`src/rtl/conFFTi.sv`:
```
// conFFTi: shared types for the polyphony voice allocator and its datapath consumers.
package conFFTi;

  localparam int DEFAULT_NOTE_W = 7;
  localparam int DEFAULT_VEL_W  = 7;

  typedef enum logic {
    NOTE_OFF = 1'b0,
    NOTE_ON  = 1'b1
  } note_en_t;

  typedef struct packed {
    logic                      active;
    logic [DEFAULT_NOTE_W-1:0] note;
    logic [DEFAULT_VEL_W-1:0]  vel;
  } voice_t;

  // Age-tracker operations: touch makes the selected voice newest, release removes it from the ranking
  typedef enum logic [1:0] {
    AGE_HOLD    = 2'd0,
    AGE_TOUCH   = 2'd1,
    AGE_RELEASE = 2'd2
  } age_op_t;

endpackage

```
`src/rtl/voice_age_tracker.sv`:
```
// voice_age_tracker: keeps a newest-first rank (0 = newest) for every active voice.
// Build option POLYPHONY_VOICE_STEAL_EN adds the one-hot oldest-voice output.
module voice_age_tracker
  import conFFTi::*;
#(
  parameter int NUM_VOICES = 8
) (
  input  logic                  clk,
  input  logic                  reset,
  input  logic [NUM_VOICES-1:0] active,
  input  age_op_t               op,
  input  logic [NUM_VOICES-1:0] sel
`ifdef POLYPHONY_VOICE_STEAL_EN
  ,
  output logic [NUM_VOICES-1:0] oldest
`endif
);

  localparam int AGE_W = $clog2(NUM_VOICES);

  logic [NUM_VOICES-1:0][AGE_W-1:0] age_q;
  logic [AGE_W-1:0]                 sel_age;
  logic                             sel_active;

  // Current rank of the selected voice, and whether it was already ranked
  always_comb begin
    sel_age    = '0;
    sel_active = 1'b0;
    for (int i = 0; i < NUM_VOICES; i++) begin
      if (sel[i]) begin
        sel_age    = sel_age | age_q[i];
        sel_active = sel_active | active[i];
      end
    end
  end

  // Touch: selected voice becomes 0 and everyone newer than it shifts back one;
  // a freshly allocated voice was unranked, so every active voice shifts back.
  // Release: everyone older than the released voice moves forward one.
  always_ff @(posedge clk or negedge reset) begin
    if (!reset) begin
      age_q <= '0;
    end else begin
      for (int i = 0; i < NUM_VOICES; i++) begin
        if (op == AGE_TOUCH) begin
          if (sel[i])
            age_q[i] <= '0;
          else if (active[i] && (!sel_active || (age_q[i] < sel_age)))
            age_q[i] <= age_q[i] + 1'b1;
        end else if (op == AGE_RELEASE) begin
          if (sel[i])
            age_q[i] <= '0;
          else if (active[i] && (age_q[i] > sel_age))
            age_q[i] <= age_q[i] - 1'b1;
        end
      end
    end
  end

`ifdef POLYPHONY_VOICE_STEAL_EN
  // Oldest voice is the active one holding the largest possible rank (only meaningful when full)
  always_comb begin
    oldest = '0;
    for (int i = 0; i < NUM_VOICES; i++)
      oldest[i] = active[i] && (age_q[i] == AGE_W'(NUM_VOICES - 1));
  end
`endif

endmodule

```
`src/rtl/polyphony_allocator.sv`:
```
// polyphony_allocator: maps note-on/note-off events onto NUM_VOICES voice slots with
// retrigger and age tracking. Build option POLYPHONY_VOICE_STEAL_EN: when every voice
// is busy, steal the oldest voice instead of dropping the incoming note.
module polyphony_allocator
  import conFFTi::*;
#(
  parameter int NUM_VOICES = 8,
  parameter int NOTE_W     = DEFAULT_NOTE_W,
  parameter int VEL_W      = DEFAULT_VEL_W
) (
  input  logic                                 clk,
  input  logic                                 reset,
  input  logic                                 input_en,
  input  note_en_t                             note_in_en,
  input  logic [NOTE_W-1:0]                    note_in,
  input  logic [VEL_W-1:0]                     velocity_in,
  output logic [NUM_VOICES-1:0]                notes_out_en,
  output logic [NUM_VOICES-1:0][NOTE_W-1:0]    notes_out,
  output logic [NUM_VOICES-1:0][VEL_W-1:0]     velocities_out,
  output logic                                 voices_full,
  output logic                                 note_dropped,
  output logic                                 voice_stolen
);

  logic [NUM_VOICES-1:0] match_vec;
  logic [NUM_VOICES-1:0] free_vec;
  logic [NUM_VOICES-1:0] first_free;
  logic [NUM_VOICES-1:0] steal_sel;
  logic [NUM_VOICES-1:0] load_sel;
  logic [NUM_VOICES-1:0] release_sel;
  logic [NUM_VOICES-1:0] active_d;
  logic [NUM_VOICES-1:0] age_sel;
  logic                  any_match;
  logic                  is_on;
  logic                  is_off;
  logic                  do_retrig;
  logic                  do_alloc;
  logic                  do_full;
  logic                  do_release;
  age_op_t               age_op;

  // Find the active voice already playing the incoming note (retrigger keeps it unique)
  always_comb begin
    match_vec = '0;
    for (int i = 0; i < NUM_VOICES; i++)
      match_vec[i] = notes_out_en[i] && (notes_out[i] == note_in);
  end

  assign any_match  = |match_vec;
  assign free_vec   = ~notes_out_en;
  assign first_free = free_vec & (~free_vec + 1'b1);

  // A note-on with zero velocity is a note-off
  assign is_on      = input_en && (note_in_en == NOTE_ON) && (velocity_in != '0);
  assign is_off     = input_en && !is_on;

  assign do_retrig  = is_on && any_match;
  assign do_alloc   = is_on && !any_match && !voices_full;
  assign do_full    = is_on && !any_match && voices_full;
  assign do_release = is_off && any_match;

`ifdef POLYPHONY_VOICE_STEAL_EN
  logic [NUM_VOICES-1:0] oldest;
  assign steal_sel = do_full ? oldest : '0;
`else
  assign steal_sel = '0;
`endif

  assign load_sel    = do_retrig ? match_vec : (do_alloc ? first_free : steal_sel);
  assign release_sel = do_release ? match_vec : '0;
  assign active_d    = (notes_out_en | load_sel) & ~release_sel;

  // Translate the classified event into an age-tracker operation
  always_comb begin
    age_op  = AGE_HOLD;
    age_sel = '0;
    if (|load_sel) begin
      age_op  = AGE_TOUCH;
      age_sel = load_sel;
    end else if (do_release) begin
      age_op  = AGE_RELEASE;
      age_sel = release_sel;
    end
  end

  voice_age_tracker #(
    .NUM_VOICES(NUM_VOICES)
  ) u_age_tracker (
    .clk    (clk),
    .reset  (reset),
    .active (notes_out_en),
    .op     (age_op),
    .sel    (age_sel)
`ifdef POLYPHONY_VOICE_STEAL_EN
    ,
    .oldest (oldest)
`endif
  );

  // Voice registers; a released voice keeps its note and velocity
  always_ff @(posedge clk or negedge reset) begin
    if (!reset) begin
      notes_out_en   <= '0;
      notes_out      <= '0;
      velocities_out <= '0;
      voices_full    <= 1'b0;
    end else begin
      notes_out_en <= active_d;
      voices_full  <= &active_d;
      for (int i = 0; i < NUM_VOICES; i++) begin
        if (load_sel[i]) begin
          notes_out[i]      <= note_in;
          velocities_out[i] <= velocity_in;
        end
      end
    end
  end

`ifdef POLYPHONY_VOICE_STEAL_EN
  assign note_dropped = 1'b0;

  // One-cycle pulse whenever a busy voice is reassigned
  always_ff @(posedge clk or negedge reset) begin
    if (!reset)
      voice_stolen <= 1'b0;
    else
      voice_stolen <= do_full;
  end
`else
  assign voice_stolen = 1'b0;

  // One-cycle pulse whenever a note-on finds no voice
  always_ff @(posedge clk or negedge reset) begin
    if (!reset)
      note_dropped <= 1'b0;
    else
      note_dropped <= do_full;
  end
`endif

endmodule

```
`config.mk`:
```
export PLATFORM = sky130hd
export DESIGN_NAME = polyphony_allocator
export DESIGN_NICKNAME = d
export VERILOG_FILES = /design/src/rtl/conFFTi.sv /design/src/rtl/voice_age_tracker.sv /design/src/rtl/polyphony_allocator.sv
export SDC_FILE = /design/constraint.sdc
export NUM_CORES = 1
export LEC_CHECK = 0
export ABC_AREA = 1
export BUFFER_PORTS_ARGS = -buffer_cell sky130_fd_sc_hd__buf_4
export CORE_UTILIZATION = 59
export DETAILED_ROUTE_END_ITERATION = 10
export PLACE_DENSITY_LB_ADDON = 0.05
export SETUP_SLACK_MARGIN = 0.3
export SLEW_MARGIN = 20
export SYNTH_ARGS = -nofsm -noshare
export SYNTH_HDL_FRONTEND = slang
export SYNTH_SLANG_ARGS = --single-unit
```
`constraint.sdc`:
```
create_clock -name clk -period 5.8 [get_ports clk]
set_clock_uncertainty 0.1 [all_clocks]
set_input_delay 1.16 -clock clk [delete_from_list [all_inputs] [get_ports clk]]
set_output_delay 1.16 -clock clk [all_outputs]
set_load 0.005 [all_outputs]
```
==> qor.txt, run 1 <==
Slew Limit Fails - 0
Worst Slack Setup Final - 2.42 ns
Vias in the first global route - 5220
Synthesis warning total - 0
Worst vdd ir - 0.210 mV
Worst Hold End - velocities_out[33]
DIE HEIGHT - 105 um
Crit start category - primary input
Commonest cells after routing, fill and taps aside - nand2_1 (235), buf_4 (139), dfrtp_1 (122), inv_1 (71), nor2_1 (65)
Minimum clock period - 3.38 ns
Initial core utilization - 60.3%
Grt total ovfl - 0
Count of final hold-check violations - 0
Worst slack, placed - 1.92 ns
Post-DR vias/cell - 5.36
Routed WL - 16800 um
CTS Buf Count - 17
Worst r2r dst - velocities_out[34]
All-Layer GR Usage - 32.1%
CP bufs+invs - 3
Post-CTS Hold Buffers - 0
Layout Nets - 861
Commonest non-fill, non-tap cell in the layout - nand2_1
Largest net degree at the start of global routing - 81
Outcome - finished, final reports clean
Share of the synthesized area in the top cell type - 49.2%
GPL Wtd Cong - 0.945
H-tree depth - 4
Period utilization - 58.2%
WP depth - 14
Synth top area cells - dfrtp_1 (49%), nand2_1 (14%), mux2_4 (7.3%), inv_1 (4.3%), nor2_1 (4.0%)
Post-CTS setup buffers - 0
Clock Tree Buf Depth - 2
Post-route non-filler standard cell count - 992
Critical Path Fanout Max - 21
CP Class - primary input to flip-flop
CTS resizes - 0
Placed wire-length estimate - 11000 um
Crit path cell chain - buf_4, inv_2, nand2_1, nand2_1, nor2_1, nand2_1, nor2_2, nor2_1, nand2_2, inv_2, nand2_4, nand3_2, nand2_1, mux2_2
CTS sink count - 122
Max-slew headroom - 44.9%
Synth Instances - 715
Die ar. - 10900 um2
Max-cap violation count - 0
DR WL/cell - 16.9 um
Clk_lat worst skew - 0.52 ns
PortBufs - 139
Most area-hungry cell type in the Yosys netlist - dfrtp_1
Flop2flop setup slack - 3.04 ns
Hold path cells - 1
Yosys cell types - 32
Synth Net Count - 733
Post-DRT Antenna Nets - 0
Synthesized area - 6200 um2
Final Setup Violations - 0
Sequential element share of the synthesized area - 49.2%
CP most frequent cell - nand2_1
Post-Syn Area per Cell - 8.67 um2
ANT cells - 0
Clk pin slew, worst setup/hold paths - 0.06 ns
FF-to-FF path depth - 12
Layout cells sized above 1 - 28.7%
RR Startpoint - notes_out[42]
First-pass GRT wire length - 26600 um
Crit. Startpoint - note_in[1]
Via count - 5322
RSZ-0062 raised after global routing - no
Critical Path RT - 6.10 ns
Yosys reg bits - 122
Num ports - 141
Crit end category - flip-flop
CP max stage delay - 0.64 ns
DP Cell Count - 960
Cell area after layout - 7740 um2
Lkg Pwr - 0.00411 uW
Critical-path top delay cell - nand2_1
Hold Startpoint - velocities_out[33]
Min-Delay Path Class - flip-flop to flip-flop
CTS root buf - clkbuf_8
Die width - 105 um
TritonCTS clock tree - yes
Drc violations - 0
Initial antenna violation count - 0
Placement Cell Area - 7160 um2
Fillers - 765
Delay-heaviest family, CP - simple AND/OR/NAND/NOR gates
FP Rows - 37
Worst-Margin Slew - 0.823 ns
Final TNS setup - 0 ns
Power density over the cells - 375 nW/um2
Drt first pass iters - 6
Core Region - 10300 um2
Iter 0 DRT Violations - 461
Fmax - 296 MHz
Layout area overhead - 24.8%
WP data arrival - 3.68 ns
-- cell families (layout without fill, tap and decap cells) --
kind of cell,after synthesis,in the layout,share of synthesized area (%)
AND/OR/NAND/NOR,358,358,24.3
flip-flops,122,122,49.2
buffers and inverters,112,253,9.24
AO/OA/AOI/OAI,72,72,6.36
multiplexers,49,49,10.7
other,1,1,0.0605
XOR/XNOR,1,1,0.141
-- layer usage --
layer | GRT usage, % | vias up | share of wire, % | wire length [um]
met5 | 0 | - | 0 | 0
met4 | 14.1 | 0 | 3.0 | 502
met3 | 8.15 | 39 | 7.7 | 1290
met2 | 50.8 | 235 | 48 | 8060
met1 | 41.9 | 2540 | 41 | 6900
li1 | - | 2508 | - | -
-- where the power goes --
group | total, uW | switching (uW) | internal (uW)
combinational | 728 | 345 | 384
clock | 1020 | 394 | 622
sequential | 1160 | 141 | 1020
total | 2900 | 880 | 2020
-- cell usage after synthesis (all sizes together) --
library cell,n
nand3,18
nand4,12
a21oi,11
buf,31
mux2,49
inv,80
conb,1
nor2,73
clkinv,1
dfrtp,122
nand3b,2
nor3,3
o21ai,61
nor3b,1
nor4,5
xnor2,1
nand2,244
-- layout make-up --
type	count	area [um2]	area share, %
clock inverter	14	148	1.91
clock buffer	18	428	5.53
sequential	122	3050	39.5
inverter	81	307	3.96
tap	136	170	2.20
multi-input combinational	481	2580	33.3
timing repair buffer	140	1050	13.6
-- per-stage QoR --
stage | power (uW) | util, % | hold WS [ns]
2_1_floorplan | 1510 | - | 0.383
3_3_place_gp | 1870 | 69.6 | 0.370
3_5_place_dp | 1890 | 69.6 | 0.376
4_1_cts | 2910 | 75.2 | 0.401
5_1_grt | 3040 | 75.3 | 0.417
6_report | 2900 | 75.3 | 0.401
-- worst max path at each step --
stage	end	slack, ns
global placement	velocities_out[34]	2.01
floorplan	velocities_out[28]	2.79
global route	velocities_out[34]	2.27
CTS	velocities_out[34]	2.45
finish	velocities_out[34]	2.42
detailed placement	velocities_out[34]	1.92
-- registers in the layout, indices dropped and copies added (netlist names) --
register / flops
velocities_out: 56
note_dropped: 1
voices_full: 1
notes_out: 56
notes_out_en: 8
Power figures use the tool's default switching activity.
==> run 2: changes to the inputs <==
--- a/config.mk
+++ b/config.mk
@@ -7,7 +7,7 @@
 export LEC_CHECK = 0
 export ABC_AREA = 1
 export BUFFER_PORTS_ARGS = -buffer_cell sky130_fd_sc_hd__buf_4
-export CORE_UTILIZATION = 59
+export CORE_UTILIZATION = 49
 export DETAILED_ROUTE_END_ITERATION = 10
 export PLACE_DENSITY_LB_ADDON = 0.05
 export SETUP_SLACK_MARGIN = 0.3
==> constraint.sdc (replaced) <==
create_clock -name clk -period 2.7 [get_ports clk]
set_clock_uncertainty 0.1 [all_clocks]
set_input_delay 0.54 -clock clk [delete_from_list [all_inputs] [get_ports clk]]
set_output_delay 0.54 -clock clk [all_outputs]
set_load 0.005 [all_outputs]
==> run 2 against run 1 <==
Effect of this change: critical path depth is the same; non-clock buffer count is 80 higher; worst setup slack worse by 2.1 ns.
==> qor.txt, run 2 (synthesized netlist as in run 1, its figures left out) <==
Critical Path RT - 2.90 ns (-3.20 ns)
Outcome - finished, final reports clean
Num ports - 141 (unchanged)
Regs by FF count - notes_out (56), velocities_out (56), notes_out_en (8)
Largest net degree at the start of global routing - 123 (+52%)
Initial core utilization - 51.0% (-9.3 points)
CTS Buf Count - 17 (unchanged)
Period utilization - 86.5%
Final TNS setup - 0 ns (unchanged)
RSZ-0062 raised after global routing - yes
DP Cell Count - 1061 (+11%)
Power density over the cells - 762 nW/um2 (+100%)
CP Class - flip-flop to flip-flop
Min-Delay Path Class - primary input to async pin
Count of final hold-check violations - 0 (unchanged)
Commonest cells after routing, fill and taps aside - nand2_1 (232), buf_4 (197), dfrtp_1 (122), inv_1 (70), nor2_1 (60)
Area taken by multi-input logic gates - 2670 um2 (+3.7%)
Die width - 114 um (+9.5%)
Clk pin slew, worst setup/hold paths - 0.05 ns (about the same)
Worst-Margin Slew - 0.763 ns (-0.0594 ns)
PortBufs - 139 (unchanged)
Lkg Pwr - 0.00462 uW (+12%)
Max-cap violation count - 0 (unchanged)
Fmax - 428 MHz
Fillers - 948 (+24%)
Worst vdd ir - 0.461 mV (+120%)
CTS sink count - 122 (unchanged)
Clk_lat worst skew - 0.41 ns (-0.11 ns)
Post-DRT Antenna Nets - 0 (unchanged)
Layout Nets - 942 (+9.4%)
Post-route non-filler standard cell count - 1104 (+11%)
Initial antenna violation count - 0 (unchanged)
Critical Path Fanout Max - 5 (-76%)
Post-DR vias/cell - 5.12 (-4.6%)
Via count - 5649 (+6.1%)
First-pass GRT wire length - 28600 um (+7.5%)
Routed WL - 18600 um (+11%)
Placed wire-length estimate - 13000 um (+17%)
Placement Cell Area - 7890 um2 (+10%)
Iter 0 DRT Violations - 363 (-21%)
Slew Limit Fails - 0 (unchanged)
Minimum clock period - 2.34 ns
Layout cells sized above 1 - 36.4% (+7.7 points)
H-tree depth - 4 (unchanged)
Crit end category - flip-flop
DR WL/cell - 16.9 um (-0.19%)
Final Util - 72.0% (-3.3 points)
ANT cells - 0 (unchanged)
Commonest non-fill, non-tap cell in the layout - nand2_1
Crit start category - flip-flop
Cell area after layout - 8760 um2 (+13%)
Vias in the first global route - 5514 (+5.6%)
CTS root buf - clkbuf_16
Grt total ovfl - 0 (unchanged)
Drt first pass iters - 5 (-1)
All-Layer GR Usage - 29.4% (-2.7 points)
Die ar. - 13100 um2 (+20%)
GPL Wtd Cong - 0.850 (-10%)
Max-slew headroom - 49.1% (+4.1 points)
WP data arrival - 2.53 ns (-1.15 ns)
TritonCTS clock tree - yes
Sequential Area - 3050 um2 (unchanged)
Drc violations - 0 (unchanged)
Final Setup Violations - 0 (unchanged)
Clock Tree Buf Depth - 2 (unchanged)
Layout area overhead - 41.2%
Core Region - 12200 um2 (+18%)
DIE HEIGHT - 114 um (+9.5%)
FP Rows - 40 (+8.1%)
run 2: changes by cell type in the layout (fill, tap and decap cells not counted), sizes merged:
cell / before / now
buf: 140 / 220
bufinv: 2 / 4
clkbuf: 18 / 25
clkinv: 7 / 3
clkinvlp: 5 / 0
inv: 81 / 80
nor2: 73 / 74
run 2: where the power goes:
| part | internal [uW] | switching, uW |
|---|---|---|
| sequential | 2180 | 309 |
| clock | 1660 | 783 |
| combinational | 934 | 798 |
run 2: area by class of cell:
class | instances | share of cell area [%]
clock buffer | 25 | 5.77
tap | 168 | 2.40
sequential | 122 | 34.9
inverter | 81 | 3.67
clock inverter | 6 | 1.53
multi-input combinational | 482 | 30.5
timing repair buffer | 220 | 21.2
run 2: timing repair:
| item | 4_1_cts | 5_1_grt |
|---|---|---|
| gates resized for setup | 3 | 40 |
| gates cloned | 0 | 1 |
| setup buffers | 1 | 10 |
| hold buffers | 0 | 0 |
| pin swaps | 1 | 16 |
| endpoints found under the setup margin | 10 | 100 |
run 2: path summary, 6_finish.rpt:
path	startpoint	to	slack (ns)	cells after the start
worst min register to register	velocities_out[18]	velocities_out[18]	0.39	1
max in group asynchronous	reset	velocities_out[4]	1.89	2
worst max-delay path	notes_out[54]	velocities_out[42]	0.36	14
worst max register to register	notes_out[54]	velocities_out[42]	0.36	14
worst min-delay path	reset	notes_out[44]	0.12	2
min in group clk	velocity_in[5]	velocities_out[19]	0.35	2
run 2: per-stage QoR:
| stage | hold slack (ns) | setup WS (ns) | power [uW] |
|---|---|---|---|
| floorplan | 0.144 | 0.313 | 3230 |
| global placement | 0.369 | -0.0843 | 4120 |
| detailed placement | 0.376 | -0.143 | 4160 |
| CTS | 0.154 | 0.309 | 6640 |
| global route | 0.166 | 0.244 | 7000 |
| finish | 0.122 | 0.363 | 6670 |
run 2: routing by layer:
layer | wire length, um | share of wire (%) | vias up | track usage (%)
met3 | 1110 | 5.9 | 39 | 6.83
met2 | 9360 | 50 | 209 | 49.5
met1 | 7610 | 41 | 2729 | 35.5
met5 | 0 | 0 | - | 0
li1 | - | - | 2672 | -
met4 | 531 | 2.9 | 0 | 14.4
run 2: worst max-delay path: stages (launching register included):
cell	delay (ns)
dfrtp_1	0.41
inv_1	0.08
nand2_1	0.06
o21ai_1	0.08
nor2_1	0.07
nand2_1	0.08
nor2_2	0.05
nor2_1	0.12
nand2_2	0.08
buf_6	0.14
nor2_8	0.13
nand4_1	0.14
nand2_2	0.23
buf_6	0.16
mux2_4	0.30
